==> src/rtl/jump_redirect_ctrl.sv <==
// Jump/branch redirect sequencer for J, JAL and JR. Drives the registered
// jump-target shifter, forms the target and hands it to fetch under valid/ready.
//
// state | meaning
// IDLE  | ready for a new instruction from decode
// SHIFT | shift_in held while the external shifter registers it
// CAPT  | shifter output valid; capture {hi4, shift_out} as target
// ISSUE | redirect_valid high, waiting for fetch to accept
module jump_redirect_ctrl (
    input  logic        clk,
    input  logic        rst_n,
    input  logic        instr_valid_i,
    input  logic [31:0] instr_i,
    input  logic [31:0] pc_plus4_i,
    input  logic [31:0] rs_data_i,
    output logic        instr_ready_o,
    output logic [25:0] shift_in_o,
    input  logic [27:0] shift_out_i,
    output logic        redirect_valid_o,
    input  logic        redirect_ready_i,
    output logic [31:0] redirect_pc_o,
    output logic        flush_o,
    output logic        link_we_o,
    output logic [4:0]  link_addr_o,
    output logic [31:0] link_data_o,
    output logic        addr_err_o,
    input  logic        abort_i
);

    typedef enum logic [1:0] {
        IDLE  = 2'd0,
        SHIFT = 2'd1,
        CAPT  = 2'd2,
        ISSUE = 2'd3
    } state_t;

    state_t      state_q, state_d;
    logic [25:0] shift_in_q, shift_in_d;
    logic [3:0]  hi4_q, hi4_d;
    logic        is_jal_q, is_jal_d;
    logic [31:0] link_data_q, link_data_d;
    logic [31:0] redirect_pc_q, redirect_pc_d;
    logic        flush_q, flush_d;
    logic        link_we_q, link_we_d;
    logic        addr_err_q, addr_err_d;

    logic [5:0] opcode;
    logic [5:0] funct;
    logic       dec_j, dec_jal, dec_jr;

    assign opcode  = instr_i[31:26];
    assign funct   = instr_i[5:0];
    assign dec_j   = (opcode == 6'b000010);
    assign dec_jal = (opcode == 6'b000011);
    assign dec_jr  = (opcode == 6'b000000) && (funct == 6'b001000);

    always_comb begin
        state_d       = state_q;
        shift_in_d    = shift_in_q;
        hi4_d         = hi4_q;
        is_jal_d      = is_jal_q;
        link_data_d   = link_data_q;
        redirect_pc_d = redirect_pc_q;
        flush_d       = 1'b0;
        link_we_d     = 1'b0;
        addr_err_d    = 1'b0;

        case (state_q)
            IDLE: begin
                // abort in IDLE drops whatever decode presents this cycle
                if (instr_valid_i && !abort_i) begin
                    if (dec_j || dec_jal) begin
                        shift_in_d  = instr_i[25:0];
                        hi4_d       = pc_plus4_i[31:28];
                        is_jal_d    = dec_jal;
                        link_data_d = pc_plus4_i;
                        state_d     = SHIFT;
                    end else if (dec_jr) begin
                        if (rs_data_i[1:0] == 2'b00) begin
                            redirect_pc_d = rs_data_i;
                            is_jal_d      = 1'b0;
                            state_d       = ISSUE;
                        end else begin
                            addr_err_d = 1'b1;
                        end
                    end
                end
            end
            SHIFT: begin
                state_d = abort_i ? IDLE : CAPT;
            end
            CAPT: begin
                if (abort_i) begin
                    state_d = IDLE;
                end else begin
                    redirect_pc_d = {hi4_q, shift_out_i};
                    state_d       = ISSUE;
                end
            end
            ISSUE: begin
                if (abort_i) begin
                    state_d = IDLE;
                end else if (redirect_ready_i) begin
                    flush_d   = 1'b1;
                    link_we_d = is_jal_q;
                    state_d   = IDLE;
                end
            end
            default: state_d = IDLE;
        endcase
    end

    always_ff @(posedge clk or negedge rst_n) begin
        if (!rst_n) begin
            state_q       <= IDLE;
            shift_in_q    <= '0;
            hi4_q         <= '0;
            is_jal_q      <= 1'b0;
            link_data_q   <= '0;
            redirect_pc_q <= '0;
            flush_q       <= 1'b0;
            link_we_q     <= 1'b0;
            addr_err_q    <= 1'b0;
        end else begin
            state_q       <= state_d;
            shift_in_q    <= shift_in_d;
            hi4_q         <= hi4_d;
            is_jal_q      <= is_jal_d;
            link_data_q   <= link_data_d;
            redirect_pc_q <= redirect_pc_d;
            flush_q       <= flush_d;
            link_we_q     <= link_we_d;
            addr_err_q    <= addr_err_d;
        end
    end

    assign instr_ready_o    = (state_q == IDLE);
    assign redirect_valid_o = (state_q == ISSUE);
    assign shift_in_o       = shift_in_q;
    assign redirect_pc_o    = redirect_pc_q;
    assign flush_o          = flush_q;
    assign link_we_o        = link_we_q;
    assign link_addr_o      = link_we_q ? 5'd31 : 5'd0;
    assign link_data_o      = link_data_q;
    assign addr_err_o       = addr_err_q;

endmodule

==> config.mk <==
export PLATFORM = sky130hd
export DESIGN_NAME = jump_redirect_ctrl
export DESIGN_NICKNAME = d
export VERILOG_FILES = /design/src/rtl/jump_redirect_ctrl.sv
export SDC_FILE = /design/constraint.sdc
export NUM_CORES = 1
export LEC_CHECK = 0
export CAP_MARGIN = 20
export CORE_MARGIN = 8
export CORE_UTILIZATION = 35
export CTS_BUF_LIST = sky130_fd_sc_hd__clkbuf_2 sky130_fd_sc_hd__clkbuf_4 sky130_fd_sc_hd__clkbuf_8
export CTS_CLUSTER_SIZE = 24
export DETAILED_ROUTE_END_ITERATION = 8
export GPL_TIMING_DRIVEN = 0
export PLACE_DENSITY_LB_ADDON = 0.15
export SETUP_SLACK_MARGIN = 0.05
export SYNTH_ARGS = -nofsm -noshare
export SYNTH_HDL_FRONTEND = slang
export SYNTH_SLANG_ARGS = --single-unit
export TNS_END_PERCENT = 10
==> constraint.sdc <==
create_clock -name clk -period 1.75 [get_ports clk]
set_input_delay 0.175 -clock clk [delete_from_list [all_inputs] [get_ports clk]]
set_output_delay 0.175 -clock clk [all_outputs]
set_load 0.05 [all_outputs]
## Word-level counts from Yosys, hierarchy flattened

Cells that the tools add are included.

| storage, ports and cells | value |
|---|---|
| bits of input ports | 129 |
| register bits after elaboration | 100 |
| word-level logic and storage cells | 67 |
| output and inout port bits | 100 |

| cells by class | value |
|---|---|
| equality and inequality tests | 14 |
| reduce and logical (&&, ||, !) cells | 14 |
| mux-type cells | 30 |

Operators by type and width:

| cell | count |
|---|---|
| 32-bit 2-to-1 mux | 5 |
| 32-bit one-hot mux with 2 select lines | 1 |
| 2-bit 2-to-1 mux | 8 |
| 1-bit 2-to-1 mux | 14 |
| 6-bit by 2-bit == test with 1-bit output (second input constant) | 2 |
| 3-bit by 1-bit inequality test with 1-bit output (second input constant) | 3 |
| 2-bit one-hot mux with 4 select lines | 1 |
| 4-bit AND reduction | 2 |
| 6-bit by 4-bit == test with 1-bit output (second input constant) | 1 |
| 6-bit logical NOT | 1 |
| 2-bit by 1-bit inequality test with 1-bit output (second input constant) | 3 |
| 6-bit AND reduction | 1 |
| 2-bit nonzero test | 3 |
| 5-bit 2-to-1 mux | 1 |
| 2-bit == test (second input constant) | 2 |
| 2-bit logical NOT | 2 |
| 2-bit inequality test (second input constant) | 2 |
| 3-bit AND reduction | 1 |
| 2-bit by 1-bit == test with 1-bit output (second input constant) | 1 |
| 1-bit logical AND | 2 |
| 1-bit logical NOT | 1 |
| 1-bit logical OR | 1 |

## Longest topological paths before layout

Gate-level depths: netlist of the first run.

| depth | value |
|---|---|
| depth after elaboration | 6 |
| depth in mapped cells | 6 |
| mapped depth without buffers | 4 |

## Worst setup path before layout of the first run

No wires, ideal clock.

| timing | value |
|---|---|
| path type | input port to flip-flop |
| start | in instr_i[29] |
| end | reg link_data_q[0] (netlist: link_data_o[0]) |
| setup time | 0.125 ns |
| path buffers | 2 |
| slack | 0.044 ns |
| arrival time | 1.581 ns |
| cell stages on the path | 6 |
| cell sequence | or3b_4 > nor4_4 > nand2_1 > buf_4 > buf_6 > mux2_4 |

| between the ends | value |
|---|---|
| longest elaborated chain between the ends | 3 |

Ends and longest elaborated chain:

| item | RTL line | RTL |
|---|---|---|
| from (decl) | 13 | `input logic [31:0] instr_i,` |
| 6-bit by 2-bit == test with 1-bit output (on tied branches) | 53, 54 |  |
| 1-bit logical OR (*) | 72 | `if (dec_j \|\| dec_jal) begin` |
| 3-bit AND reduction (no source line) (*) | - |  |
| to (signal assigned) | 129 | `link_data_q <= link_data_d;` |
| to (decl) | 41 | `logic [31:0] link_data_q, link_data_d;` |

Every way passes the cells marked *; elsewhere a longest branch is shown, timed or not.
A chain may end at the register's enable or synchronous reset.

## Final worst setup path of the first run

| timing | value |
|---|---|
| start | in rs_data_i[0] |
| end | reg redirect_pc_q[19] (netlist: redirect_pc_o[19]) |

| between the ends | value |
|---|---|
| longest elaborated chain between the ends | 3 |

Ends and longest elaborated chain:

| item | RTL line | RTL |
|---|---|---|
| from (decl) | 15 | `input logic [31:0] rs_data_i,` |
| 2-bit logical NOT | 79 | `if (rs_data_i[1:0] == 2'b00) begin` |
| 2-bit by 1-bit inequality test with 1-bit output (no source line) | - |  |
| 6-bit AND reduction (no source line) | - |  |
| to (signal assigned) | 130 | `redirect_pc_q <= redirect_pc_d;` |
| to (decl) | 42 | `logic [31:0] redirect_pc_q, redirect_pc_d;` |

No other way between the ends.

==> results of run 1 <==
## through the flow
step	setup TNS [ns]	cells	hold slack, ns	setup slack [ns]	total power [uW]
detailed placement	-53.66	639	0.307	-0.690	8850
floorplan	0	263	-0.121	0.0466	6890
CTS	0	660	0.184	0.0376	9880
global route	-0.00120	661	0.201	-0.000985	10200
global placement	-359.93	638	0.476	-3.21	8760
finish	0	661	0.203	0.0500	9740
## Yosys cell counts
master                     count
sky130_fd_sc_hd__dfrtp_1      96
sky130_fd_sc_hd__mux2_2       69
sky130_fd_sc_hd__mux2_4       50
sky130_fd_sc_hd__buf_4         6
sky130_fd_sc_hd__buf_6         5
sky130_fd_sc_hd__buf_2         4
sky130_fd_sc_hd__nand2_1       4
sky130_fd_sc_hd__nor2_1        4
sky130_fd_sc_hd__clkbuf_1      3
sky130_fd_sc_hd__mux2_1        3
sky130_fd_sc_hd__and2_1        2
sky130_fd_sc_hd__a21oi_1       1
sky130_fd_sc_hd__a221oi_1      1
sky130_fd_sc_hd__a32o_1        1
sky130_fd_sc_hd__and3b_1       1
sky130_fd_sc_hd__nand2b_1      1
sky130_fd_sc_hd__nor2b_1       1
sky130_fd_sc_hd__nor4_1        1
sky130_fd_sc_hd__nor4_2        1
sky130_fd_sc_hd__nor4_4        1
sky130_fd_sc_hd__nor4b_1       1
sky130_fd_sc_hd__o21ai_0       1
sky130_fd_sc_hd__o21ai_2       1
sky130_fd_sc_hd__or3_1         1
sky130_fd_sc_hd__or3b_4        1
sky130_fd_sc_hd__or4_1         1
sky130_fd_sc_hd__or4_4         1
sky130_fd_sc_hd__or4b_4        1
## layout by cell type, fill, tap and decap left out, types with 4 or more instances in the layout
master,instances
sky130_fd_sc_hd__mux2_4,50
sky130_fd_sc_hd__clkdlybuf4s50_1,111
sky130_fd_sc_hd__mux2_2,69
sky130_fd_sc_hd__dlygate4sd2_1,106
sky130_fd_sc_hd__nor2_1,4
sky130_fd_sc_hd__dfrtp_1,94
sky130_fd_sc_hd__clkbuf_8,12
sky130_fd_sc_hd__buf_12,5
sky130_fd_sc_hd__buf_4,20
## worst min-delay path by stage
stage | slack (ns) | from | end
final | 0.20 | instr_i[1] | shift_in_o[1]
after CTS | 0.18 | instr_i[1] | shift_in_o[1]
after global placement | 0.48 | is_jal_q | is_jal_q
after global routing | 0.20 | instr_i[5] | shift_in_o[5]
after floorplan | -0.12 | rst_n | addr_err_o
after detailed placement | 0.31 | rst_n | redirect_pc_o[26]
## cell families (layout without fill, tap and decap cells)
group / after synthesis / in the layout / synth area share [%]
muxes: 122 / 122 / 36.3
DFF: 96 / 96 / 55.9
and+or+nand+nor: 22 / 22 / 3.79
buffers and inverters: 18 / 269 / 3.09
AOI/OAI and AO/OA: 5 / 5 / 0.873
## flip-flops by register name (all words and copies together), names as in the netlist, 2 cells and up
| signal | count |
|---|---|
| redirect_pc_o | 32 |
| link_data_o | 29 |
| shift_in_o | 26 |
| hi4_q | 3 |
| state_q | 2 |
## timing repair
item | in CTS | in global routing
hold buffers | 1 | 0
pin swaps | 4 | 5
resized for setup | 138 | 10
hold endpoints to repair | 59 | 0
gates cloned | 1 | 0
buffers inserted | 5 | 1
setup endpoints to repair | 189 | 83
## routing by layer
layer  routed length (um)  vias up  track usage (%)
met4                  134        2             4.62
met2                 5780      155             24.7
met5                   13        -                0
li1                     -     1427                -
met1                 5150     1468             17.6
met3                 1420       12             7.88
## report_power, final
part           internal, uW  switching [uW]
sequential             2840             330
combinational          2030            3180
clock                   652             708
total                  5530            4220
## worst reg2reg max path: stages (launching register included)
cell	delay, ns
sky130_fd_sc_hd__dfrtp_2	0.46
sky130_fd_sc_hd__nor4_4	0.34
sky130_fd_sc_hd__nand2_2	0.16
sky130_fd_sc_hd__buf_8	0.18
sky130_fd_sc_hd__buf_12	0.15
sky130_fd_sc_hd__mux2_4	0.30
## layout make-up
type	instances	area, um2
buffer	18	190
tap	147	184
clock buffer	14	180
fill	1040	5020
multi-input combinational	149	1790
sequential	96	2400
timing repair buffer	237	2240
==> results.json, run 1 <==
{
  "wire_length_of_the_first_global_routing_pass_mm": 19.4,
  "numCtsBuffers": 9,
  "worst-endpoint-required_ns": 1.99,
  "worstHoldPathType": "input pin to flop",
  "site_rows": 40,
  "arrival_ns": 1.94,
  "syn-instance-count": 263,
  "fin_nets": 640,
  "clock_tree_from_tritoncts": "done",
  "number_of_warnings_reported_in_the_yosys_synthesis_log": 0,
  "synth_top_area_share_pct": 55.9,
  "portBuffers": 228,
  "critPathLaunch": "rs_data_i[0]",
  "path_cells": "clkdlybuf4s15_1, or4_4, nor4_4, o21ai_4, buf_8, mux2_4",
  "maxSlewViolCount": 0,
  "dpl.hpwl_mm": 9.71,
  "first_global_vias": 3508,
  "gp_congestion": 0.745,
  "initial_core_util_pct": 35.8,
  "horizontal_extent_of_the_die_um": 127,
  "path_clk_slew_ns": 0.08,
  "fin_util_pct": 58.2,
  "max-cap-violations": 0,
  "crit_path_end": "redirect_pc_o[19]",
  "fraction_of_the_yosys_area_taken_by_sequential_cells_pct": 55.9,
  "ys_types": 28,
  "path_depth": 6,
  "clk-insertion-delay-late_ns": 0.35,
  "worstReg2RegEnd": "shift_in_o[12]",
  "vdd_ir_drop_max_v": 0.000550,
  "floorplan.die.height_um": 127,
  "clk_root_buffer_cell": "sky130_fd_sc_hd__clkbuf_8",
  "initial_antenna_violation_count": 1,
  "final_hold_viol_count": 0,
  "type_of_origin_of_the_critical_path": "input pin",
  "io-pin-count": 229,
  "min_period_ns": 1.70,
  "power-per-cell-area_nw_per_um2": 1390,
  "synth_area_um2": 4300,
  "num_antenna_cells": 0,
  "gr-usage-all-layers_pct": 15.4,
  "final.period_utilization_pct": 97.1,
  "syn_area_per_cell_um2": 16.3,
  "globalRoute.totalOverflow": 0,
  "netlist_top_cells_area": "sky130_fd_sc_hd__dfrtp_1, sky130_fd_sc_hd__mux2_2, sky130_fd_sc_hd__mux2_4",
  "drtPass1Iterations": 4,
  "synthToLayoutAreaGrowth_pct": 62.8,
  "power.leakage_uw": 0.00363,
  "outcome": "completed",
  "worstMarginPinSlew_ns": 0.774,
  "dpl-instance-area_um2": 6790,
  "worst-path-max-fanout": 10,
  "grt_setup_unrepaired": "yes",
  "worst-r2r-setup-slack_ns": 0.05,
  "r2r.worst_path.cells": 5,
  "stdcell_area_um2": 6990,
  "final-setup-viol-count": 0,
  "critical_path.slowest_cell": "sky130_fd_sc_hd__or4_4",
  "drt_drc_violations_left": 0,
  "wl_per_cell_um": 18.9,
  "route.detailed.vias_per_inst": 4.64,
  "pin_count_of_the_biggest_net_entering_global_routing": 61,
  "cp_slowest_stage_delay_ns": 0.58,
  "fp.dieArea_um2": 16100,
  "detailroute.via_count": 3064,
  "h-tree-depth": 3,
  "drt_wl_total_mm": 12.5,
  "syn_nets": 392,
  "critPathKind": "input pin to flop",
  "clock-skew-final_ns": 0.00531,
  "endpoint_kind": "flop",
  "rr_startpoint": "state_q[1]",
  "relSlewSlack_pct": 48.4,
  "clock-sinks": 96,
  "core_um2": 12000,
  "hold-path-cell-count": 2,
  "detail_route.iter0.violations": 105,
  "postSynthRegisterBits": 96,
  "cts-root-to-sink-buffers": 2,
  "clock.fmax_mhz": 588,
  "library_cell_with_the_largest_summed_area_after_synthesis": "sky130_fd_sc_hd__dfrtp_1",
  "cp_num_buf_inv": 2,
  "drive_above_1_share_pct": 34.6,
  "detail-route-antenna-nets": 0,
  "cp_top_family": "simple AND/OR/NAND/NOR gates"
}
No activity file was read; power rests on OpenSTA's default activity.
==> run 2: changes to the inputs <==
- ABC_CLOCK_PERIOD_IN_PS: not set -> 1750
- SLEW_MARGIN: not set -> 20
==> results.json, run 2 (synthesis results as in run 1) <==
{
  "outcome": "completed",
  "vdd_ir_drop_max_v": 0.000573,
  "critPathKind": "input pin to flop",
  "initial_antenna_violation_count": 2,
  "arrival_ns": 1.95,
  "critical_path.slowest_cell": "sky130_fd_sc_hd__or3b_4",
  "fp.dieArea_um2": 16100,
  "dp_cells": 639,
  "io-pin-count": 229,
  "site_rows": 40,
  "worst-path-max-fanout": 8,
  "cp_num_buf_inv": 3,
  "wl_per_cell_um": 19.0,
  "finalWorstSetupSlack_ns": 0.0519,
  "detailroute.via_count": 3101,
  "synthToLayoutAreaGrowth_pct": 66.5,
  "numCtsBuffers": 9,
  "largest_reg_flops": 32,
  "core_um2": 12000,
  "worstMarginPinSlew_ns": 0.552,
  "finalNonFillerCells": 669,
  "layout.cells.most_common_list": "sky130_fd_sc_hd__clkdlybuf4s50_1, sky130_fd_sc_hd__dlygate4sd2_1, sky130_fd_sc_hd__dfrtp_1, sky130_fd_sc_hd__mux2_2, sky130_fd_sc_hd__mux2_4",
  "detail-route-antenna-nets": 0,
  "floorplan.die.height_um": 127,
  "clock_tree_from_tritoncts": "done",
  "max-cap-violations": 0,
  "placement.setup.worst_slack_ns": -0.691,
  "clock.fmax_mhz": 589,
  "h-tree-depth": 3,
  "path_cells": "dlygate4sd2_1, or3b_4, buf_6, nor4_4, o21ai_4, clkbuf_16, mux2_4",
  "cp_top_family": "simple AND/OR/NAND/NOR gates",
  "multi_input_area_um2": 1790,
  "clock-sinks": 96,
  "fin_nets": 644,
  "pin_count_of_the_biggest_net_entering_global_routing": 72,
  "power.leakage_uw": 0.00377,
  "cp_slowest_stage_delay_ns": 0.40,
  "final.period_utilization_pct": 97.0,
  "drt_wl_total_mm": 12.7,
  "ff_latch_area_um2": 2400,
  "power-per-cell-area_nw_per_um2": 1390,
  "maxSlewViolCount": 0,
  "layout_commonest_cell": "sky130_fd_sc_hd__clkdlybuf4s50_1",
  "final_hold_viol_count": 0,
  "grt_setup_unrepaired": "yes",
  "endpoint_kind": "flop",
  "final-setup-viol-count": 0,
  "fillCellCount": 993,
  "worstHoldPathType": "input pin to flop",
  "wire_length_of_the_first_global_routing_pass_mm": 19.4,
  "portBuffers": 228,
  "clk-insertion-delay-late_ns": 0.37,
  "initial_core_util_pct": 35.8,
  "dpl.hpwl_mm": 9.70,
  "clock-skew-final_ns": 0.00663,
  "detail_route.iter0.violations": 100,
  "finalHoldWorstSlack_ns": 0.0676,
  "drtPass1Iterations": 4,
  "gr-usage-all-layers_pct": 15.4,
  "globalRoute.totalOverflow": 0,
  "clk_root_buffer_cell": "sky130_fd_sc_hd__clkbuf_8",
  "route.detailed.vias_per_inst": 4.64,
  "horizontal_extent_of_the_die_um": 127,
  "cts-root-to-sink-buffers": 2,
  "total_power_uw": 9920,
  "drt_drc_violations_left": 0,
  "relSlewSlack_pct": 63.4,
  "first_global_vias": 3448,
  "worst-endpoint-required_ns": 2.00,
  "gp_congestion": 0.745,
  "fin_util_pct": 59.5,
  "type_of_origin_of_the_critical_path": "input pin",
  "min_period_ns": 1.70,
  "path_clk_slew_ns": 0.09,
  "drive_above_1_share_pct": 35.6
}
## run 2: cell types whose count changed in the layout (fill, tap and decap cells not counted), moves of 2 or more
cell,previous run,this run
sky130_fd_sc_hd__dlygate4sd2_1,106,96
sky130_fd_sc_hd__dlymetal6s2s_1,2,11
sky130_fd_sc_hd__buf_6,0,5
sky130_fd_sc_hd__buf_4,20,15
sky130_fd_sc_hd__clkbuf_16,0,3
sky130_fd_sc_hd__diode_2,0,2
sky130_fd_sc_hd__buf_2,2,4
sky130_fd_sc_hd__clkinv_2,0,3
## run 2: path summary, 6_finish.rpt
| path | depth (start not counted) | end | from | slack (ns) |
|---|---|---|---|---|
| worst min register to register | 1 | link_we_o | is_jal_q | 0.50 |
| worst max-delay path | 7 | redirect_pc_o[11] | instr_i[28] | 0.05 |
| worst min-delay path | 2 | shift_in_o[5] | instr_i[5] | 0.07 |
| min in group asynchronous | 2 | redirect_pc_o[26] | rst_n | 0.25 |
| worst max register to register | 4 | redirect_pc_o[11] | state_q[1] | 0.06 |
| max in group asynchronous | 3 | redirect_pc_o[3] | rst_n | 0.86 |
## run 2: where the power goes
| group | leakage, uW | switching [uW] | internal [uW] | total (uW) |
|---|---|---|---|---|
| Clock | 0.000103 | 752 | 644 | 1400 |
| Combinational | 0.00242 | 3200 | 2150 | 5350 |
| Sequential | 0.00125 | 337 | 2840 | 3180 |
## run 2: through the flow
step                TNS, ns  instance area [um2]
finish                    0                 7150
CTS                   -2.74                 6980
detailed placement   -53.49                 6800
floorplan                 0                 4310
global placement    -359.93                 6770
global route              0                 7150
## run 2: cell type report
class	count	share of cell area [%]
Antenna cell	2	0.0700
Buffer	18	2.87
Clock buffer	13	2.41
Clock inverter	3	0.210
Multi-Input combinational cell	149	25.0
Sequential cell	96	33.6
Tap cell	147	2.57
Timing Repair Buffer	241	33.2
## run 2: per-layer routing
layer	share of wire (%)	global-route usage, %	vias up
met5	0	0	-
met4	1.4	5.67	0
met3	12	8.25	11
met2	46	23.8	149
met1	40	17.8	1497
li1	-	-	1444
## run 2: timing repair
item,4_1_cts,5_1_grt
buffers inserted,4,3
endpoints found under the hold margin,26,0
hold buffers,1,0
gates resized for setup,126,33
pin swaps,4,8
cloned,1,3
setup endpoints to repair,188,82
## run 2: worst reg2reg max path, delay by kind of cell, from the launching register on
family / cells / cell delay (ns)
AOI/OAI and AO/OA: 1 / 0.40
buffers and inverters: 2 / 0.42
DFF: 1 / 0.46
muxes: 1 / 0.30
